<file path="src/rtl/popcount_acc5.sv">
`default_nettype none
// ============================================================================
// Module      : popcount_acc5
// Description : 5:3 compressor front end feeding a frame bit-count
//               accumulator with a valid/ready result port.
//               Optional macro POPACC_SAT_EN: saturate instead of wrapping.
// Revision    : 1.0 - initial release
// ============================================================================
module popcount_acc5 #(
    parameter int CNT_W = 16
) (
    input  logic             clk,
    input  logic             rst,
    input  logic             in_valid,
    output logic             in_ready,
    input  logic             in_last,
    input  logic [4:0]       x,
    output logic             out_valid,
    input  logic             out_ready,
    output logic [CNT_W-1:0] out_count,
    output logic             out_ovf
);

    localparam logic [1:0] c_st_acc  = 2'd0;
    localparam logic [1:0] c_st_fin  = 2'd1;
    localparam logic [1:0] c_st_hold = 2'd2;

    logic [1:0]       r_state;
    logic [1:0]       w_state_nxt;

    logic             r_s1_valid;
    logic             r_s1_last;
    logic             r_s1_cout;
    logic             r_s1_carry;
    logic             r_s1_sum;

    logic [CNT_W-1:0] r_acc;
    logic             r_ovf;

    logic             w_accept;
    logic             w_fa1_s;
    logic             w_fa1_c;
    logic             w_fa2_s;
    logic             w_fa2_c;
    logic [2:0]       w_trip;
    logic [CNT_W:0]   w_sum;

    // Two chained full adders: both carries have weight 2, so their sum
    // splits into the carry (weight 2) and cout (weight 4) outputs.
    assign w_fa1_s  = x[0] ^ x[1] ^ x[2];
    assign w_fa1_c  = (x[0] & x[1]) | (x[0] & x[2]) | (x[1] & x[2]);
    assign w_fa2_s  = w_fa1_s ^ x[3] ^ x[4];
    assign w_fa2_c  = (w_fa1_s & x[3]) | (w_fa1_s & x[4]) | (x[3] & x[4]);

    assign w_accept = in_valid && in_ready;
    assign w_trip   = {r_s1_cout, r_s1_carry, r_s1_sum};
    assign w_sum    = {1'b0, r_acc} + {{(CNT_W-2){1'b0}}, w_trip};

    // State register
    always_ff @(posedge clk) begin
        if (rst) begin
            r_state <= c_st_acc;
        end else begin
            r_state <= w_state_nxt;
        end
    end

    // Next-state logic; FIN gives the final sum one cycle to settle into acc
    always_comb begin
        w_state_nxt = r_state;
        case (r_state)
            c_st_acc:  if (r_s1_valid && r_s1_last) w_state_nxt = c_st_fin;
            c_st_fin:  w_state_nxt = c_st_hold;
            c_st_hold: if (out_ready) w_state_nxt = c_st_acc;
            default:   w_state_nxt = c_st_acc;
        endcase
    end

    // Output logic
    always_comb begin
        in_ready  = (r_state == c_st_acc) && !(r_s1_valid && r_s1_last);
        out_valid = (r_state == c_st_hold);
        out_count = r_acc;
        out_ovf   = r_ovf;
    end

    // Compress stage
    always_ff @(posedge clk) begin
        if (rst) begin
            r_s1_valid <= 1'b0;
            r_s1_last  <= 1'b0;
            r_s1_cout  <= 1'b0;
            r_s1_carry <= 1'b0;
            r_s1_sum   <= 1'b0;
        end else begin
            r_s1_valid <= w_accept;
            if (w_accept) begin
                r_s1_last  <= in_last;
                r_s1_cout  <= w_fa1_c & w_fa2_c;
                r_s1_carry <= w_fa1_c ^ w_fa2_c;
                r_s1_sum   <= w_fa2_s;
            end
        end
    end

    // Accumulate stage
    always_ff @(posedge clk) begin
        if (rst) begin
            r_acc <= '0;
            r_ovf <= 1'b0;
        end else if (r_state == c_st_hold && out_ready) begin
            r_acc <= '0;
            r_ovf <= 1'b0;
        end else if (r_s1_valid) begin
            r_ovf <= r_ovf | w_sum[CNT_W];
`ifdef POPACC_SAT_EN
            if (w_sum[CNT_W] || r_ovf) begin
                r_acc <= '1;
            end else begin
                r_acc <= w_sum[CNT_W-1:0];
            end
`else
            r_acc <= w_sum[CNT_W-1:0];
`endif
        end
    end

endmodule
`default_nettype wire

</file>
<file path="config.mk">
export PLATFORM = sky130hd
export DESIGN_NAME = popcount_acc5
export DESIGN_NICKNAME = d
export VERILOG_FILES = /design/src/rtl/popcount_acc5.sv
export SDC_FILE = /design/constraint.sdc
export NUM_CORES = 1
export LEC_CHECK = 0
export ABC_AREA = 1
export ABC_CLOCK_PERIOD_IN_PS = 3900
export CORE_ASPECT_RATIO = 1.2
export CORE_MARGIN = 2
export CORE_UTILIZATION = 25
export DETAILED_ROUTE_END_ITERATION = 8
export PLACE_DENSITY = 0.49
export SLEW_MARGIN = 20
export SYNTH_ARGS = -nofsm -noshare
export SYNTH_HDL_FRONTEND = slang
export SYNTH_SLANG_ARGS = --single-unit
</file>
<file path="constraint.sdc">
create_clock -name clk -period 3.9 [get_ports clk]
set_input_delay 0.585 -clock clk [delete_from_list [all_inputs] [get_ports clk]]
set_output_delay 0.585 -clock clk [all_outputs]
set_load 0.03 [all_outputs]
</file>
After elaboration in Yosys (flattened, before gate mapping):

Cells that the tools add are included.

* bits in registers: 24
* latch bits: 0
* memory bits (writable): 0
* memory bits (read-only): 0
* input bits: 10
* output and inout port bits: 19
* logic and storage cells: 41
* memories kept: 0

* add/subtract/negate cells: 1
* multiply operators: 0
* div/mod/pow operators: 0
* $lt $le $gt $ge: 0
* eq/ne operators: 4
* shifts and indexed selects: 0
* multiplexer cells: 3
* bitwise logic cells: 17
* reductions and logical operators: 8

Operators with widths (count)
* adder 16 x 3 -> 17 bit: 1
* AND 1 bit: 7
* one-hot mux 2 bit (3 select lines): 1
* bitwise OR 1 bit: 5
* XOR 1 bit: 5
* logical AND 1 bit: 4
* 2-to-1 mux 2 bit: 2
* == test 2 x 1 -> 1 bit (second input constant): 1
* == test 2 bit (second input constant): 1
* logical NOT 2 bit: 1
* inequality test 2 x 1 -> 1 bit (second input constant): 1
* inequality test 2 bit (second input constant): 1
* AND reduction 2 bit: 1
* OR reduction 2 bit: 1
* logical NOT 1 bit: 1

Longest topological paths before layout:

Gate-level depths: netlist of the first run.

* word-level depth: 6
* mapped depth: 10

Worst setup path after synthesis of the first run:

No wires, ideal clock.

* path kind: input port to flip-flop
* start: in x[0]
* end: reg r_s1_carry
* data arrival time: 1.897 ns
* path slack: 1.933 ns
* cell stages on the path: 5
* cell sequence: fa_1 > fa_1 > ha_1 > nand3_1 > a21oi_1

* word-level cells in the longest chain between the ends: 6

RTL lines
* start, declared: line 17 `input logic [4:0] x,`
* XOR 1 bit (2 in series): line 50 `assign w_fa1_s = x[0] ^ x[1] ^ x[2];`
* AND 1 bit: line 53 `assign w_fa2_c = (w_fa1_s & x[3]) | (w_fa1_s & x[4]) | (x[3] & x[4]);`
* bitwise OR 1 bit (2 in series): line 53
* XOR 1 bit *: line 100 `r_s1_carry <= w_fa1_c ^ w_fa2_c;`
* end signal, assigned: line 100
* end, declared: line 34 `logic r_s1_carry;`

Mark *: on every way between the ends. The rest lies on a longest branch, timed or not.
A chain may end at the register's enable or synchronous reset.

Worst setup path in the final report of the first run:

* start: reg r_s1_valid
* end: out in_ready

* word-level cells in the longest chain between the ends: 3

RTL lines
* start, declared: line 31 `logic r_s1_valid;`
* start signal, assigned: line 96 `r_s1_valid <= w_accept;`
* logical AND 1 bit: line 81 `in_ready = (r_state == c_st_acc) && !(r_s1_valid && r_s1_last);`
* logical NOT 1 bit: line 81
* logical AND 1 bit: line 81
* end, declared: line 15 `output logic in_ready,`

Every way passes these cells.

==> results.ini, run 1 <==
[cells_and_area]
drive_above_1_share=0.0814
antenna_cells=0
seq_area_sq_um=480
nets=239
n_fill_cell=532
syn_to_final_growth_pct=31.1
final_common_cell=nand2_1
final_cell_mix=56 x nand2_1, 29 x nor2_1, 28 x clkdlybuf4s50_1, 24 x dfxtp_1, 20 x inv_1
stdcell_area_sq_mm=0.00171
multi_input_area_sq_um=723

[global_routing]
first_global_vias=1146
grt_usage=0.110
use_met3=0.0170
gr-total-overflow=0
top_usage_layer=met2
antenna_found_initial=0
grt_max_degree=15
use_met1=0.135
grt_util_met2=0.184
grt_pass1_wl_um=5170

[synthesis]
seq_area_frac_synth=0.368
synth_nets=209
synthCells=192
avgSynthCellArea_sq_um=6.80
yosysTopAreaCell=dfxtp_1
synth_warnings=0
yosysUniqueCellTypes=22
ys_seq_elements=24
netlist_top_cells_area=dfxtp_1 37%, nand2_1 16%, nor2_1 8.3%
yosysTopAreaCellShare=0.368
synthesis.area_sq_mm=0.00131

[sta]
finalSetupViolCount=0
rsz0062_at_grt=false
slew_violations=0
worstMarginPinSlew_ns=0.379
hold_viol_final=0
min_period_over_period=0.599
finalWorstPathRequiredPeriod_ns=2.34
clock.fmax_mhz=428
slew_headroom=0.747
setup_ws_ns=1.56
holdWs_ns=0.460
finalSetupTns_ns=0
skew_ns=0.00329

[clock_network]
clock-sinks=24
cts.clk_slew.worst_paths_ns=0.09
tritoncts=yes
cts_hold_buf=0
cts_buffers=3
cts.repair.resized=0
cts_buffer_depth=2
clock_tree.root_cell=clkbuf_8
insertion_delay_ns=0.28
cts_setup_buffers=0
htreeDepth=1

[setup_path]
max_stage_delay_ns=0.70
crit_chain=nand2_1 > nand2_1 > inv_1 > clkdlybuf4s50_1
required_ns=3.31
cp_top_family=buffers and inverters
reg2reg_from=out_count[0]$_SDFFE_PP0P_
criticalPathCategory=register to primary output
timing.rr.end=out_ovf$_SDFFE_PP0P_
rrSetupSlack_ns=2.19
path_common_cell=nand2_1
crit_buf_inv=2
cp_max_fo=10
arrival_ns=1.75
reg2reg_depth=8
end_kind=primary output
path_depth=4
cp-start-kind=register
cpMaxStageDelayCell=clkdlybuf4s50_1

[route]
routed_wl_um=2960
drt-initial-drc-count=45
wl_per_cell_um=10.5
drc=0
antenna_left=0
viasPerCell=4.35
dr.pass1.iters=4
vias=1221

[power_and_ir_drop]
powerDensity_mw_per_mm2=316
power_mw=0.542
internal_power_mw=0.414
combPwrFrac=0.103
clkPwrFrac=0.422
peakVddDrop_mv=0.161
leakagePower_nw=0.662
p_seq_frac=0.475
p_sw_mw=0.127
swShare=0.235

[place]
placed_cell_area_sq_mm=0.00164
dp_slack_ns=1.44
hpwlAfterDp_um=2290
portBuffers=28
gp_congestion=0.746

[die]
die_h_um=83.2
io_pins=29
fp-row-count=28
coreArea_sq_mm=0.00497
die_w_um=70.0
die_area_sq_mm=0.00582
initial_core_util=0.263

[hold_path]
min_to=r_state[0]$_SDFFE_PP0P_
hold_path.class=register to register
hp-start=r_state[1]$_SDFFE_PP0P_
holdPathStages=1

[run_status]
status=completed

[job]
drv_cap=0

state kept, by name (all words and copies together) (netlist names):
signal and flops:
r_s1_last 1, out_count 16, r_s1_cout 1, r_state 2, out_ovf 1, r_s1_valid 1, r_s1_carry 1, r_s1_sum 1
layout make-up:
| type | instances | share of cell area |
|---|---|---|
| clock inverter | 1 | 0.0175 |
| multi-input combinational | 143 | 0.422 |
| clock buffer | 3 | 0.0241 |
| tap | 60 | 0.0438 |
| sequential | 24 | 0.280 |
| timing repair buffer | 28 | 0.164 |
| inverter | 22 | 0.0482 |
Yosys cell counts:
master,n
a21oi_1,14
and2_1,1
buf_4,2
clkbuf_2,1
dfxtp_1,24
fa_1,3
ha_1,4
inv_1,20
inv_2,2
nand2_1,56
nand2_2,2
nand3_1,16
nand4_1,2
nor2_1,29
nor2_2,7
nor2_4,2
nor3_1,1
nor4_1,1
o21ai_0,2
o21ai_2,1
o21bai_1,1
xnor2_1,1
metrics by stage:
step / utilization / std cells
3_3_place_gp: 0.330 / 277
4_1_cts: 0.344 / 281
3_5_place_dp: 0.330 / 277
2_1_floorplan: - / 192
6_report: 0.344 / 281
5_1_grt: 0.344 / 281
power by group through the flow:
stage | clock network (mW) | logic, mW | registers [mW]
floorplan | 0 | 0.0338 | 0.264
detailed placement | 0 | 0.0563 | 0.263
global placement | 0 | 0.0554 | 0.263
finish | 0.228 | 0.0558 | 0.257
CTS | 0.234 | 0.0564 | 0.258
global route | 0.244 | 0.0641 | 0.259
cell families after synthesis:
| group | Yosys count | synth area share |
|---|---|---|
| XOR/XNOR | 1 | 0.00671 |
| adder cells (fa/ha/maj) | 7 | 0.0843 |
| buffers and inverters | 25 | 0.0785 |
| AO/OA/AOI/OAI | 18 | 0.0738 |
| AND/OR/NAND/NOR | 117 | 0.389 |
| flip-flops | 24 | 0.368 |
worst max path at each step:
stage / from / to / slack [ns]
3_5_place_dp: x[0] / r_s1_carry$_SDFFE_PP0P_ / 1.44
3_3_place_gp: x[0] / r_s1_carry$_SDFFE_PP0P_ / 1.46
6_report: r_s1_valid$_SDFF_PP0_ / in_ready / 1.56
5_1_grt: r_s1_valid$_SDFF_PP0_ / in_ready / 1.43
2_1_floorplan: x[0] / r_s1_carry$_SDFFE_PP0P_ / 1.93
4_1_cts: r_s1_valid$_SDFF_PP0_ / in_ready / 1.54
routing by layer:
layer / part of all wire / routed length (um)
met3: 0.034 / 102
met5: 0 / 0
met2: 0.48 / 1410
met1: 0.46 / 1370
met4: 0.024 / 71
(Power assumes the default switching activity.)
==> run 2, diff against run 1 <==
Settings changed: ABC_CLOCK_PERIOD_IN_PS 3900 to 1900, PLACE_DENSITY 0.49 to 0.51.
Clock period 3.9 ns to 1.9 ns, I/O delays scaled along.
==> run 2 against run 1 <==
- worst hold slack worse by 0.0075 ns
- sequential cell count unchanged
- global-route usage down 0.57 points
- critical path type is now input port to register
- highest routed layer unchanged
==> results.ini, run 2 (synthesized netlist as in run 1, its figures left out) <==
[clock_network]
cts.clk_slew.worst_paths_ns=0.09
clock_tree.root_cell=clkbuf_8
htreeDepth=1
clock-sinks=24
cts_hold_buf=0
cts_buffer_depth=2
cts_buffers=3
insertion_delay_ns=0.27
tritoncts=yes

[place]
placed_cell_area_sq_mm=0.00166
gp_congestion=0.752
dpl.cell_count=280
hpwlAfterDp_um=2290
portBuffers=28

[power_and_ir_drop]
powerDensity_mw_per_mm2=635
swShare=0.227
p_sw_mw=0.251
leakagePower_nw=0.686
power_mw=1.10
p_seq_frac=0.475
internal_power_mw=0.854
clkPwrFrac=0.415
combPwrFrac=0.110
peakVddDrop_mv=0.367

[cells_and_area]
finish.cell_count_without_fillers=284
antenna_cells=0
syn_to_final_growth_pct=33.2
largest_reg_flops=16
drive_above_1_share=0.0938
final_common_cell=nand2_1
n_fill_cell=551
stdcell_area_sq_mm=0.00174
nets=242
final_cell_mix=56 x nand2_1, 29 x nor2_1, 26 x clkdlybuf4s50_1, 24 x dfxtp_1, 20 x inv_1

[setup_path]
crit_chain=clkdlybuf4s50_1 > fa_1 > fa_1 > ha_1 > nand3_1 > a21oi_1
arrival_ns=2.03
max_stage_delay_ns=0.48
criticalPathCategory=input port to register
required_ns=2.11
end_kind=register
cp-start-kind=input port
path_common_cell=fa_1
crit_buf_inv=1
cp_top_family=adder cells
cpMaxStageDelayCell=clkdlybuf4s50_1
cp_max_fo=1

[sta]
finalSetupViolCount=0
rsz0062_at_grt=false
clock.fmax_mhz=548
slew_headroom=0.785
finalWorstPathRequiredPeriod_ns=1.82
min_period_over_period=0.960
skew_ns=0.00343
hold_viol_final=0
finalSetupTns_ns=0
slew_violations=0
worstMarginPinSlew_ns=0.322

[route]
wl_per_cell_um=10.2
dr.pass1.iters=4
routed_wl_um=2890
vias=1230
drc=0
antenna_left=0
viasPerCell=4.33
drt-initial-drc-count=57

[global_routing]
antenna_found_initial=0
grt_usage=0.104
gr-total-overflow=0
grt_pass1_wl_um=4950
grt_max_degree=15
first_global_vias=1134

[die]
fp-row-count=28
coreArea_sq_mm=0.00497
die_w_um=70.0
initial_core_util=0.263
die_area_sq_mm=0.00582
die_h_um=83.2
io_pins=29

[run_status]
status=completed

[hold_path]
hold_path.class=register to register

[job]
drv_cap=0

-- run 2: area by class of cell --
cell class,instances,area [sq um],area share
clock inverter,1,30.0,0.0173
clock buffer,3,41.3,0.0237
sequential,24,480,0.276
inverter,22,82.6,0.0474
multi-input combinational,143,723,0.416
timing repair buffer,31,308,0.177
tap,60,75.1,0.0431
-- run 2: layer usage --
layer / vias to the layer above / track usage / routed length, um
met1: 541 / 0.123 / 1350
met5: - / 0 / 0
li1: 665 / - / -
met2: 22 / 0.187 / 1390
met4: 0 / 0.0367 / 24
met3: 2 / 0.0194 / 117
-- run 2: worst paths after layout --
path	slack, ns	cells after the start	to	startpoint
hold reg to reg	0.45	1	r_state[0]$_SDFFE_PP0P_	r_state[1]$_SDFFE_PP0P_
hold / removal	0.45	1	r_state[0]$_SDFFE_PP0P_	r_state[1]$_SDFFE_PP0P_
setup reg to reg	0.19	8	out_ovf$_SDFFE_PP0P_	out_count[0]$_SDFFE_PP0P_
setup / recovery	0.08	6	r_s1_carry$_SDFFE_PP0P_	x[1]
-- run 2: stage by stage --
stage | hold slack (ns) | util | setup WS, ns
3_3_place_gp | 0.437 | 0.335 | -0.227
3_5_place_dp | 0.436 | 0.335 | -0.263
6_report | 0.452 | 0.350 | 0.0758
5_1_grt | 0.466 | 0.350 | 0.00938
4_1_cts | 0.450 | 0.349 | 0.0180
2_1_floorplan | 0.420 | - | 0.223
-- run 2: worst register-to-register path: stages (launching register included) --
cell,delay (ns)
dfxtp_1,0.34
ha_1,0.25
fa_1,0.42
nand2_1,0.09
nand2_1,0.06
nand3_1,0.20
nor2_2,0.09
a21oi_1,0.13
nor2_1,0.05
-- run 2: power by group through the flow --
stage	logic [mW]	registers, mW	clock network [mW]
floorplan	0.0693	0.542	0
global placement	0.122	0.537	0
detailed placement	0.123	0.537	0
CTS	0.124	0.525	0.467
global route	0.139	0.527	0.489
finish	0.121	0.525	0.459
-- run 2: timing repair --
| item | CTS | global route |
|---|---|---|
| resized for setup | 0 | 2 |
| buffers inserted | 0 | 0 |
| endpoints found under the setup margin | 0 | 2 |
